`src/rtl/mem_arbiter.sv`:
```
// Two-port memory arbiter: parks the grant on one cache, passes its requests straight through
// and routes in-order read responses back; the grant only moves once no reads are outstanding.
module mem_arbiter #(
    parameter int unsigned MAX_OUTSTANDING = 4
) (
    input  logic        i_clk,
    input  logic        i_rst,

    input  logic [31:0] i_icache_addr,
    input  logic        i_icache_ren,
    input  logic        i_icache_wen,
    input  logic [31:0] i_icache_wdata,
    output logic        o_icache_ready,
    output logic [31:0] o_icache_rdata,
    output logic        o_icache_valid,

    input  logic [31:0] i_dcache_addr,
    input  logic        i_dcache_ren,
    input  logic        i_dcache_wen,
    input  logic [31:0] i_dcache_wdata,
    output logic        o_dcache_ready,
    output logic [31:0] o_dcache_rdata,
    output logic        o_dcache_valid,

    output logic [31:0] o_mem_addr,
    output logic        o_mem_ren,
    output logic        o_mem_wen,
    output logic [31:0] o_mem_wdata,
    input  logic        i_mem_ready,
    input  logic [31:0] i_mem_rdata,
    input  logic        i_mem_valid,

    output logic        o_grant,
    output logic        o_err
);
    localparam int unsigned CntW = $clog2(MAX_OUTSTANDING + 1);
    localparam logic [CntW-1:0] CntMax = CntW'(MAX_OUTSTANDING);

    logic            grant_q, grant_d;
    logic [CntW-1:0] count_q, count_d;
    logic            err_q, err_d;

    logic owner_ren;
    logic owner_wen;
    logic full;
    logic cnt_zero;
    logic mem_ren;
    logic ready;
    logic rsp_ok;
    logic rd_acc;

    // Outputs are forced quiet while reset is held; grant_q is already 0 then,
    // so address and write data naturally follow the I-cache.
    always_comb begin
        owner_ren = grant_q ? i_dcache_ren : i_icache_ren;
        owner_wen = grant_q ? i_dcache_wen : i_icache_wen;
        full      = (count_q == CntMax);
        cnt_zero  = (count_q == '0);

        mem_ren     = owner_ren & ~full & ~i_rst;
        o_mem_ren   = mem_ren;
        o_mem_wen   = owner_wen & ~full & ~i_rst;
        o_mem_addr  = grant_q ? i_dcache_addr : i_icache_addr;
        o_mem_wdata = grant_q ? i_dcache_wdata : i_icache_wdata;

        // Ready uses only the registered count, never ren/wen.
        ready          = i_mem_ready & ~full & ~i_rst;
        o_icache_ready = ready & ~grant_q;
        o_dcache_ready = ready & grant_q;

        rsp_ok         = i_mem_valid & ~cnt_zero & ~i_rst;
        o_icache_valid = rsp_ok & ~grant_q;
        o_dcache_valid = rsp_ok & grant_q;
        o_icache_rdata = i_mem_rdata;
        o_dcache_rdata = i_mem_rdata;

        rd_acc = mem_ren & i_mem_ready;
    end

    always_comb begin
        count_d = count_q;
        if (rd_acc && !rsp_ok) begin
            count_d = count_q + CntW'(1);
        end else if (!rd_acc && rsp_ok) begin
            count_d = count_q - CntW'(1);
        end

        // Rotate only when the owner is fully idle and nothing is in flight.
        grant_d = grant_q ^ (~owner_ren & ~owner_wen & cnt_zero & ~i_mem_valid);
        err_d   = err_q | (i_mem_valid & cnt_zero);
    end

    always_ff @(posedge i_clk or posedge i_rst) begin
        if (i_rst) begin
            grant_q <= 1'b0;
            count_q <= '0;
            err_q   <= 1'b0;
        end else begin
            grant_q <= grant_d;
            count_q <= count_d;
            err_q   <= err_d;
        end
    end

    assign o_grant = grant_q;
    assign o_err   = err_q;

endmodule
```
`config.mk`:
```
export PLATFORM = sky130hd
export DESIGN_NAME = mem_arbiter
export DESIGN_NICKNAME = d
export VERILOG_FILES = /design/src/rtl/mem_arbiter.sv
export SDC_FILE = /design/constraint.sdc
export NUM_CORES = 1
export LEC_CHECK = 0
export CAP_MARGIN = 20
export CORE_AREA = 2 2 117 119
export DETAILED_ROUTE_END_ITERATION = 8
export DIE_AREA = 0 0 119 121
export PLACE_DENSITY_LB_ADDON = 0.08
export SETUP_SLACK_MARGIN = 0.4
export SYNTH_ARGS = -nofsm -noshare
export SYNTH_HDL_FRONTEND = slang
export SYNTH_SLANG_ARGS = --single-unit
```
`constraint.sdc`:
```
create_clock -name i_clk -period 3.4 [get_ports i_clk]
set_clock_uncertainty 0.2 [all_clocks]
set_input_delay 0.34 -clock i_clk [delete_from_list [all_inputs] [get_ports i_clk]]
set_output_delay 0.34 -clock i_clk [all_outputs]
set_load 0.02 [all_outputs]
```
==> metrics.md <==
| Metric | Value |
|---|---|
| Total negative slack | 0 ns |
| Crit path launch type | flop |
| Clk root buf | clkbuf_16 |
| Routed Antenna Nets | 0 |
| Setup Fix Bufs, Post-CTS | 0 |
| WP data required | 2.86 ns |
| Die Y | 121 µm |
| Max Fclk | 0.371 GHz |
| Final period util | 0.794 |
| Die ar. | 14400 µm² |
| Syn_nets | roughly 340 |
| All-layer global routing usage | 0.102 |
| GR Overflow Total | 0 |
| CTS Buffer Depth | 2 |
| Post_cts resized | 0 |
| Cts hold-fix bufs | 0 |
| Worst-Skew Late Latency | 0.22 ns |
| Leak | 1.26 nW |
| GPL Wtd Cong | approximately 0.71 |
| RSZ-0062 raised after global routing | false |
| Kind of critical path | flop to output pin |
| Avg Inst Size Synth | 9.18 µm² |
| VDD IR max | approximately 0.31 mV |
| Worst Path Max Fanout | 28 |
| Finished Core Util | 0.265 |
| Fin worst setup slack | 0.702 ns |
| Htree depth | 1 |
| Initial antenna violation count | 0 |
| Unique masters post-synth | 20 |
| Max-cap violations | 0 |
| Post-Route WL | 7970 µm |
| Cell area after layout | 3460 µm² |
| Synthesis-to-layout area growth | 121% |
| Placed instance area | about 3400 µm² |
| Setup WS pre-CTS | 0.864 ns |
| Vias per cell | 3.38 |
| Post-placement cell count | 484 |
| Vias in the first global route | 1701 |
| Seq cells post-synth | 5 |
| Power Dens Cells | 563 nW/µm² |
| # rows | 42 |
| Final Max Tran Viols | 0 |
| Min-delay worst type | input pin to asynchronous set/reset pin |
| DRT Pass-1 Iters | 3 |
| Final #Nets | 483 |
| Post-Syn Area | 1570 µm² |
| Die width | 119 µm |
| Outcome | finished, final reports clean |
| Clk sinks | 5 |
| Fin cells | 488 |
| Starting Density | 0.120 |
| WL per Instance | roughly 16 µm |
| Largest net degree at the start of global routing | 29 |
| Tightest Pin Transition | about 0.55 ns |
| Final Power | 1.95 mW |
| Setup violations, final | 0 |
| DRC | 0 |
| Vias | 1651 |
| CTS Buf Count | 3 |
| Crit path DAT | ~2.2 ns |
| DP HPWL | 6850 µm |
| Ports | 304 |
| Final min period | 2.70 ns |
| Core Box Area | 13100 µm² |
| PortBufs | 207 |
| CTS tree | yes |
| Worst slew margin | 0.633 |
| Initial drt markers | 14 |
| Diode count | 0 |
| Global-route wire length before repair | 11200 µm |
| Gate Count Post-Synth | 171 |
| Cell depth of the worst flop-to-flop path | 6 |
| Min Hold Slack | 0.194 ns |
| CTS clk-pin slew, worst paths | 0.03 ns |
| Layout cell share with drive strength beyond 1 | 0.231 |
| Crit end category | output pin |
| Yosys warns | 0 |
| Post-synthesis sequential area ratio | 0.0797 |
| Final Hold Vio Count | 0 |
-- area by class of cell --
type	instances	area [µm²]
Fill cell	1372	9620
Tap cell	176	220
Timing Repair Buffer	209	2110
Clock buffer	4	78.8
Inverter	5	18.8
Sequential cell	5	126
Multi-Input combinational cell	89	906
-- cell usage in the layout, fill, tap and decap left out --
cell and count:
clkdlybuf4s50_1 207, mux2_2 65, nor2_1 9, inv_1 5, dfrtp_1 4, clkbuf_16 3
mux2i_1 2, xor2_1 2, buf_12 2, a211o_1 1, or3_4 1, nand3_1 1
a21o_1 1, or4_1 1, o41ai_1 1, o21ai_1 1, o21bai_1 1, xnor2_1 1
fa_1 1, ha_1 1, clkbuf_1 1, dfrtp_2 1
-- logic make-up (layout without fill, tap and decap cells) --
| group | count (synthesis) | count (layout) | synth area share |
|---|---|---|---|
| AOI/OAI and AO/OA | 5 | 5 | 0.0239 |
| muxes | 67 | 67 | 0.479 |
| xor gates and xnor gates | 3 | 3 | 0.0167 |
| adders and majority gates | 2 | 2 | 0.0207 |
| and+or+nand+nor | 12 | 12 | 0.0367 |
| buffers and inverters | 77 | 218 | 0.343 |
| DFF | 5 | 5 | 0.0797 |
-- metal layers --
metal,track usage,share of wire
met5,0,0
met4,0.00818,0.0018
met3,0.0461,0.11
met2,0.180,0.50
met1,0.117,0.39
-- final timing paths --
check                         from              to  slack, ns
setup / recovery           o_grant  o_mem_wdata[6]       0.70
max in group asynchronous    i_rst         o_grant       2.61
hold reg to reg              o_err           o_err       0.28
min in group i_clk           o_err           o_err       0.28
hold / removal               i_rst      count_q[2]       0.19
setup reg to reg           o_grant      count_q[1]       1.03
-- synth_stat cells --
cell type / number / area share
o21ai_1: 1 / 0.0032
clkbuf_1: 1 / 0.0024
a21o_1: 1 / 0.0048
buf_2: 7 / 0.022
o21bai_1: 1 / 0.0048
mux2_2: 65 / 0.47
or3_4: 1 / 0.0072
o41ai_1: 1 / 0.0056
a211o_1: 1 / 0.0056
fa_1: 1 / 0.013
nor2_1: 9 / 0.022
ha_1: 1 / 0.0080
mux2i_1: 2 / 0.013
inv_1: 5 / 0.012
or4_1: 1 / 0.0048
buf_4: 64 / 0.31
xnor2_1: 1 / 0.0056
xor2_1: 2 / 0.011
nand3_1: 1 / 0.0032
dfrtp_1: 5 / 0.080
-- critical path, cell delays in order, from the launching register on --
cell,delay [ns]
dfrtp_2,0.71
buf_12,0.27
mux2_2,0.35
clkdlybuf4s50_1,0.58
-- power breakdown --
group / internal, mW / switching [mW]
logic: 0.899 / 0.690
registers: 0.0887 / 0.0803
clock network: 0.155 / 0.0357
total: 1.14 / 0.806
-- state kept, by name (all words and copies together) (netlist names) --
name	flops
count_q	3
o_err	1
o_grant	1
Note: power is estimated with default switching activity, not from simulation.
